==> src/rtl/pipe_reg_chain_if.sv <==
// Handshake bundle for pipe_reg_chain: upstream data/valid/ready, downstream
// data/valid/ready and the occupancy count. The slave modport is the chain's
// view of the bundle. The master modport is the environment's view.
interface pipe_reg_chain_if #(
  parameter int unsigned WIDTH = 8,
  parameter int unsigned DEPTH = 4
);
  localparam int unsigned OCC_W = $clog2(DEPTH + 1);

  logic [WIDTH-1:0] in_data;
  logic             in_valid;
  logic             in_ready;
  logic [WIDTH-1:0] out_data;
  logic             out_valid;
  logic             out_ready;
  logic [OCC_W-1:0] occupancy;

  modport slave (
    input  in_data,
    input  in_valid,
    output in_ready,
    output out_data,
    output out_valid,
    input  out_ready,
    output occupancy
  );

  modport master (
    output in_data,
    output in_valid,
    input  in_ready,
    input  out_data,
    input  out_valid,
    output out_ready,
    input  occupancy
  );
endinterface

==> src/rtl/pipe_reg_chain.sv <==
// pipe_reg_chain: a DEPTH-stage valid/ready register chain with bubble collapse.
// Each stage has its own ready signal, so a stalled output lets the upstream
// stages keep filling. in_ready is combinational and has no skid buffer.
// The optional synchronous flush port is compiled in when PIPE_REG_CHAIN_FLUSH_EN
// is defined.
module pipe_reg_chain #(
  parameter int unsigned     WIDTH     = 8,
  parameter int unsigned     DEPTH     = 4,
  parameter logic [WIDTH-1:0] RESET_VAL = '0
) (
  input  logic clk,
  input  logic reset,
`ifdef PIPE_REG_CHAIN_FLUSH_EN
  input  logic flush,
`endif
  pipe_reg_chain_if.slave bus
);

  localparam int unsigned OCC_W = $clog2(DEPTH + 1);

  logic [WIDTH-1:0] data_q [DEPTH];
  logic [WIDTH-1:0] data_d [DEPTH];
  logic [DEPTH-1:0] valid_q;
  logic [DEPTH-1:0] valid_d;
  logic [OCC_W-1:0] occ_q;
  logic [OCC_W-1:0] occ_d;

  logic [DEPTH-1:0] ready_c;
  logic [DEPTH-1:0] src_valid_c;
  logic [WIDTH-1:0] src_data_c [DEPTH];
  logic             flush_c;
  logic             in_ready_c;
  logic             accept_c;
  logic             deliver_c;

`ifdef PIPE_REG_CHAIN_FLUSH_EN
  assign flush_c = flush;
`else
  assign flush_c = 1'b0;
`endif

  // Per-stage ready: a stage can load if it is empty or its successor can load.
  always_comb begin
    logic r;
    r = bus.out_ready;
    ready_c = '0;
    for (int i = int'(DEPTH) - 1; i >= 0; i--) begin
      r = !valid_q[i] || r;
      ready_c[i] = r;
    end
  end

  // Source of each stage: the input port for stage 0, otherwise the previous stage.
  always_comb begin
    src_valid_c[0] = bus.in_valid && !flush_c;
    src_data_c[0]  = bus.in_data;
    for (int unsigned i = 1; i < DEPTH; i++) begin
      src_valid_c[i] = valid_q[i-1];
      src_data_c[i]  = data_q[i-1];
    end
  end

  // Handshake qualifiers. A flush cycle refuses new input.
  always_comb begin
    in_ready_c = ready_c[0] && !flush_c;
    accept_c   = bus.in_valid && in_ready_c;
    deliver_c  = valid_q[DEPTH-1] && bus.out_ready;
  end

  // Next state: a ready stage takes its source, and data moves only with a valid source.
  always_comb begin
    valid_d = valid_q;
    data_d  = data_q;
    occ_d   = occ_q;
    if (flush_c) begin
      valid_d = '0;
      occ_d   = '0;
    end else begin
      for (int unsigned i = 0; i < DEPTH; i++) begin
        if (ready_c[i]) begin
          valid_d[i] = src_valid_c[i];
          if (src_valid_c[i]) begin
            data_d[i] = src_data_c[i];
          end
        end
      end
      occ_d = occ_q + OCC_W'(accept_c) - OCC_W'(deliver_c);
    end
  end

  // State registers with synchronous active-low reset.
  always_ff @(posedge clk) begin
    if (!reset) begin
      valid_q <= '0;
      occ_q   <= '0;
      for (int unsigned i = 0; i < DEPTH; i++) begin
        data_q[i] <= RESET_VAL;
      end
    end else begin
      valid_q <= valid_d;
      data_q  <= data_d;
      occ_q   <= occ_d;
    end
  end

  assign bus.in_ready  = in_ready_c;
  assign bus.out_data  = data_q[DEPTH-1];
  assign bus.out_valid = valid_q[DEPTH-1];
  assign bus.occupancy = occ_q;

endmodule

==> src/flat_wrapper.sv <==
// flat-port wrapper written by rule: the top's interface ports become plain ports
module pipe_reg_chain_flat 
#(
  parameter int unsigned     WIDTH     = 8,
  parameter int unsigned     DEPTH     = 4,
  parameter logic [WIDTH-1:0] RESET_VAL = '0
)
  (clk, reset, bus_in_data, bus_in_valid, bus_in_ready, bus_out_data, bus_out_valid, bus_out_ready, bus_occupancy);
  pipe_reg_chain_if #(.WIDTH(WIDTH), .DEPTH(DEPTH)) bus_i ();
  input  logic clk;
  input  logic reset;
  input wire logic [$bits(bus_i.in_data)-1:0] bus_in_data;
  input wire logic [$bits(bus_i.in_valid)-1:0] bus_in_valid;
  output wire logic [$bits(bus_i.in_ready)-1:0] bus_in_ready;
  output wire logic [$bits(bus_i.out_data)-1:0] bus_out_data;
  output wire logic [$bits(bus_i.out_valid)-1:0] bus_out_valid;
  input wire logic [$bits(bus_i.out_ready)-1:0] bus_out_ready;
  output wire logic [$bits(bus_i.occupancy)-1:0] bus_occupancy;
  assign bus_i.in_data = bus_in_data;
  assign bus_i.in_valid = bus_in_valid;
  assign bus_in_ready = bus_i.in_ready;
  assign bus_out_data = bus_i.out_data;
  assign bus_out_valid = bus_i.out_valid;
  assign bus_i.out_ready = bus_out_ready;
  assign bus_occupancy = bus_i.occupancy;
  pipe_reg_chain #(.WIDTH(WIDTH), .DEPTH(DEPTH), .RESET_VAL(RESET_VAL)) u_core (.clk(clk), .reset(reset), .bus(bus_i));
endmodule
==> config.mk <==
export PLATFORM = sky130hd
export DESIGN_NAME = pipe_reg_chain_flat
export DESIGN_NICKNAME = d
export VERILOG_FILES = /design/src/rtl/pipe_reg_chain_if.sv /design/src/rtl/pipe_reg_chain.sv /design/src/flat_wrapper.sv
export SDC_FILE = /design/constraint.sdc
export NUM_CORES = 1
export LEC_CHECK = 0
export ABC_AREA = 1
export CORE_AREA = 2 2 60 62
export CTS_CLUSTER_DIAMETER = 50
export DETAILED_ROUTE_END_ITERATION = 7
export DIE_AREA = 0 0 62 64
export MAX_ROUTING_LAYER = met4
export PLACE_DENSITY = 0.72
export SLEW_MARGIN = 20
export SYNTH_ARGS = -nofsm -noshare
export SYNTH_HDL_FRONTEND = slang
export SYNTH_SLANG_ARGS = --single-unit
==> constraint.sdc <==
create_clock -name clk -period 2.6 [get_ports clk]
set_input_delay 0.52 -clock clk [delete_from_list [all_inputs] [get_ports clk]]
set_output_delay 0.52 -clock clk [all_outputs]
set_load 0.01 [all_outputs]
==> flow_summary.html <==
<table>
<tr><th>Metric</th><th>Value</th></tr>
<tr><th colspan="2">Finish</th></tr>
<tr><td>Fraction of final layout cells sized beyond drive strength 1</td><td>0.108</td></tr>
<tr><td>Fillcell total</td><td>323</td></tr>
<tr><td>Nets</td><td>237</td></tr>
<tr><td>Flip-flop and latch area</td><td>781 µm²</td></tr>
<tr><td>Number of diodes</td><td>0</td></tr>
<tr><td>Layout Area Growth over Synthesis</td><td>18.3%</td></tr>
<tr><td>Area occupied by multi-input gates</td><td>633 µm²</td></tr>
<tr><th colspan="2">Synthesis</th></tr>
<tr><td>Area share of the largest cell type after synthesis</td><td>0.491</td></tr>
<tr><td>Cell types with the highest counts after synthesis</td><td>sky130_fd_sc_hd__nor2_1, sky130_fd_sc_hd__dfxtp_1, sky130_fd_sc_hd__o21ai_0</td></tr>
<tr><td>Fraction of the mapped netlist area in compound gates</td><td>0.133</td></tr>
<tr><td>Adder-cell area share of the yosys netlist</td><td>0.0283</td></tr>
<tr><td>Cell with the most instances after synthesis</td><td>sky130_fd_sc_hd__nor2_1</td></tr>
<tr><td>Post-Syn Nets</td><td>216</td></tr>
<tr><td>Post-Synth Simple-Gate Area</td><td>0.231</td></tr>
<tr><td>Synthesis-stage register bit count</td><td>39</td></tr>
<tr><td>Average cell area after synthesis</td><td>7.91 µm²</td></tr>
<tr><td>Area of the mapped netlist</td><td>1590 µm²</td></tr>
<tr><td>Dominant combinational cell family by area after synthesis</td><td>simple AND/OR/NAND/NOR gates</td></tr>
<tr><td>Most common flop cell mapped by yosys</td><td>sky130_fd_sc_hd__dfxtp_1</td></tr>
<tr><td>Async set or reset register ratio after synthesis</td><td>0</td></tr>
<tr><td>Post-synthesis cell type with the largest combined area</td><td>sky130_fd_sc_hd__dfxtp_1</td></tr>
<tr><td>YS warnings</td><td>0</td></tr>
<tr><td>Multiplexer share of the synthesized area</td><td>0</td></tr>
<tr><td>Synth unique cells</td><td>19</td></tr>
<tr><td>Area share of xor/xnor cells in the synthesized design</td><td>0.00551</td></tr>
<tr><td>Number of synthesized flops with an enable pin</td><td>0</td></tr>
<tr><td>Number of standard cells after synthesis</td><td>201</td></tr>
<tr><td>Proportion of synthesized chip area in sequential cells</td><td>0.491</td></tr>
<tr><td>Biggest area contributors in the synthesized netlist</td><td>sky130_fd_sc_hd__dfxtp_1, sky130_fd_sc_hd__nor2_1, sky130_fd_sc_hd__o21ai_0</td></tr>
<tr><th colspan="2">Clock network</th></tr>
<tr><td>TritonCTS buffer count</td><td>5</td></tr>
<tr><td>Post-CTS Setup Inserts</td><td>0</td></tr>
<tr><td>Clock Sink Count</td><td>39</td></tr>
<tr><td>Clk pin slew, worst setup/hold paths</td><td>0.10 ns</td></tr>
<tr><td>Root Buffer</td><td>sky130_fd_sc_hd__clkbuf_4</td></tr>
<tr><td>Count of hold-fix buffers inserted at cts</td><td>0</td></tr>
<tr><td>Buffer depth of the longest clock path</td><td>2</td></tr>
<tr><td>CTS tree</td><td>done</td></tr>
<tr><td>Number of levels in the clock H-tree</td><td>2</td></tr>
<tr><td>Gates resized, CTS repair</td><td>0</td></tr>
<tr><td>Clock Latency Late Sink</td><td>0.34 ns</td></tr>
<tr><th colspan="2">Route</th></tr>
<tr><td>Total vias in the final route</td><td>1,178</td></tr>
<tr><td>Total wire length</td><td>2.46 mm</td></tr>
<tr><td>Length of the first detailed-routing pass in iterations</td><td>4</td></tr>
<tr><td>Iteration-0 DRC Markers</td><td>43</td></tr>
<tr><td>Via/cell ratio</td><td>4.40</td></tr>
<tr><td>Post-detailed-route DRC marker count</td><td>0</td></tr>
<tr><td>Final antenna-violating net count</td><td>0</td></tr>
<tr><td>Post-detailed-route wirelength per cell</td><td>9.17 µm</td></tr>
<tr><th colspan="2">Critical path</th></tr>
<tr><td>Reg2reg start</td><td>u_core.valid_q[3]</td></tr>
<tr><td>Kind of launch point of the worst setup path</td><td>primary input</td></tr>
<tr><td>Arrival time worst endpoint</td><td>1.82 ns</td></tr>
<tr><td>List of cells traversed by the critical path</td><td>clkdlybuf4s50_1 &gt; nor2_4 &gt; nand4_4 &gt; clkdlybuf4s50_1</td></tr>
<tr><td>Largest fanout on the critical path</td><td>5</td></tr>
<tr><td>Cell with the largest stage delay on the worst path</td><td>sky130_fd_sc_hd__clkdlybuf4s50_1</td></tr>
<tr><td>Worst setup path startpoint</td><td>bus_out_ready</td></tr>
<tr><td>Max incr delay on CP</td><td>0.50 ns</td></tr>
<tr><td>Endpoint class of the critical path</td><td>output pin</td></tr>
<tr><td>Most common cell type on the critical path</td><td>sky130_fd_sc_hd__clkdlybuf4s50_1</td></tr>
<tr><td>Setup slack of the worst register-to-register path</td><td>0.81 ns</td></tr>
<tr><td>Crit Path Class</td><td>primary input to output pin</td></tr>
<tr><td>Required time of the critical path</td><td>2.08 ns</td></tr>
<tr><th colspan="2">Timing</th></tr>
<tr><td>Layout Skew</td><td>0.00253 ns</td></tr>
<tr><td>Minimum clock period after layout</td><td>2.34 ns</td></tr>
<tr><td>Rel. slew slack</td><td>0.719</td></tr>
<tr><td>Final-report setup violation count</td><td>0</td></tr>
<tr><td>Actual slew at the worst max-slew pin</td><td>0.420 ns</td></tr>
<tr><td>Number of max-slew violations in the final report</td><td>0</td></tr>
<tr><td>Setup TNS Final</td><td>0 ns</td></tr>
<tr><td>Setup repair after global routing missed its margin</td><td>false</td></tr>
<tr><td>Post-route worst setup slack</td><td>0.261 ns</td></tr>
<tr><td>Final worst-path cycle share</td><td>0.899</td></tr>
<tr><td>Hold violation total from the final report</td><td>0</td></tr>
<tr><td>Max Clock Freq</td><td>0.428 GHz</td></tr>
<tr><th colspan="2">Global route</th></tr>
<tr><td>Wire length of the first global-routing pass</td><td>4.35 mm</td></tr>
<tr><td>Aggregate global routing overflow</td><td>0</td></tr>
<tr><td>Vias in the first global route</td><td>1,036</td></tr>
<tr><td>Pin count of the biggest net entering global routing</td><td>18</td></tr>
<tr><td>Global-route usage over all layers</td><td>0.151</td></tr>
<tr><td>Number of antenna violations at the first check in global routing</td><td>0</td></tr>
<tr><th colspan="2">Power and ir drop</th></tr>
<tr><td>Total Power</td><td>0.00110 W</td></tr>
<tr><td>P_leak</td><td>0.842 nW</td></tr>
<tr><td>Highest ir drop seen on vdd</td><td>359 µV</td></tr>
<tr><td>Power density cells</td><td>585 nW/µm²</td></tr>
<tr><th colspan="2">Hold path</th></tr>
<tr><td>Worst Min Path Start</td><td>u_core.bus.occupancy[2]</td></tr>
<tr><td>Class of the tightest hold or removal check</td><td>flop to flop</td></tr>
<tr><th colspan="2">Placement</th></tr>
<tr><td>Worst slack at placement</td><td>0.0972 ns</td></tr>
<tr><td>Gp weighted congestion</td><td>0.690</td></tr>
<tr><td>Half-perimeter wire length after detailed placement</td><td>1.77 mm</td></tr>
<tr><td>Port Buf Inserts</td><td>24</td></tr>
<tr><th colspan="2">Status</th></tr>
<tr><td>Result of the run</td><td>finished, final reports clean</td></tr>
<tr><th colspan="2">Floorplanning</th></tr>
<tr><td>Vert. Die Dim</td><td>64 µm</td></tr>
<tr><td>Core area</td><td>3280 µm²</td></tr>
<tr><td># rows</td><td>21</td></tr>
<tr><td>Die Area</td><td>3970 µm²</td></tr>
<tr><td>Die W</td><td>62 µm</td></tr>
<tr><td>Num ports</td><td>25</td></tr>
<tr><td>Initial core utilization</td><td>0.484</td></tr>
<tr><th colspan="2">Job</th></tr>
<tr><td>Max Cap Violations</td><td>0</td></tr>
</table>
placed cells by master (no fill, tap or decap):
| cell type | n |
|---|---|
| sky130_fd_sc_hd__nor2_1 | 60 |
| sky130_fd_sc_hd__dfxtp_1 | 39 |
| sky130_fd_sc_hd__o21ai_0 | 25 |
| sky130_fd_sc_hd__clkdlybuf4s50_1 | 24 |
| sky130_fd_sc_hd__inv_1 | 21 |
| sky130_fd_sc_hd__nand2_1 | 11 |
| sky130_fd_sc_hd__nand3_1 | 9 |
| sky130_fd_sc_hd__a21oi_2 | 7 |
| sky130_fd_sc_hd__a21oi_1 | 5 |
| sky130_fd_sc_hd__clkbuf_4 | 5 |
| sky130_fd_sc_hd__buf_4 | 4 |
| sky130_fd_sc_hd__nor2_4 | 2 |
| sky130_fd_sc_hd__nand2_2 | 2 |
| sky130_fd_sc_hd__ha_1 | 2 |
| sky130_fd_sc_hd__nand4_4 | 1 |
| sky130_fd_sc_hd__inv_2 | 1 |
| sky130_fd_sc_hd__xnor2_1 | 1 |
| sky130_fd_sc_hd__fa_1 | 1 |
| sky130_fd_sc_hd__clkbuf_8 | 1 |
| sky130_fd_sc_hd__clkinv_2 | 1 |
sequential cells by signal, indices dropped and copies added, names as in the netlist:
signal / cells
u_core.data_q: 24
u_core.bus.occupancy: 3
u_core.bus.out_data: 8
u_core.valid_q: 4
kinds of logic after synthesis:
kind of cell    after synthesis
xor+xnor                      1
fa+ha+maj                     3
flops                        39
compound gates               37
buf+inv                      36
simple gates                 85
routing by layer:
layer,part of all wire,vias up,track usage
li1,-,662,-
met1,0.50,489,0.185
met2,0.45,24,0.215
met3,0.046,3,0.0607
met4,0.0085,0,0.0638
met5,0,-,-
final cells by class:
type                    instances  area share
clock buffers                   6      0.0273
clock inverters                 1     0.00266
inverters                      22      0.0439
multi-input cells             126       0.337
flip-flops and latches         39       0.415
well taps                      46      0.0306
repair buffers                 28       0.144
report_power, final:
group	switching, W	internal (W)
clock	0.000183	0.000125
combinational	0.0000666	0.0000710
sequential	0.0000210	0.000633
total	0.000270	0.000829
critical path: cells and delay by family:
kind | cells | cell delay, ns
AND/OR/NAND/NOR | 2 | 0.33
buffers and inverters | 2 | 0.96
path summary, 6_finish.rpt:
path                                           endpoint  cells past startpoint
worst min register to register  u_core.bus.occupancy[2]                      2
worst max-delay path                       bus_in_ready                      4
worst max register to register  u_core.bus.occupancy[2]                     10
worst min-delay path            u_core.bus.occupancy[2]                      2
per-stage QoR:
stage / instances / utilization / cell area [µm²] / hold WS, ns
2_1_floorplan: 201 / - / 1590 / 0.446
3_3_place_gp: 261 / 0.555 / 1820 / 0.456
3_5_place_dp: 261 / 0.555 / 1820 / 0.471
4_1_cts: 268 / 0.573 / 1880 / 0.487
5_1_grt: 268 / 0.573 / 1880 / 0.516
6_report: 268 / 0.573 / 1880 / 0.485
Note: power is estimated with default switching activity, not from simulation.
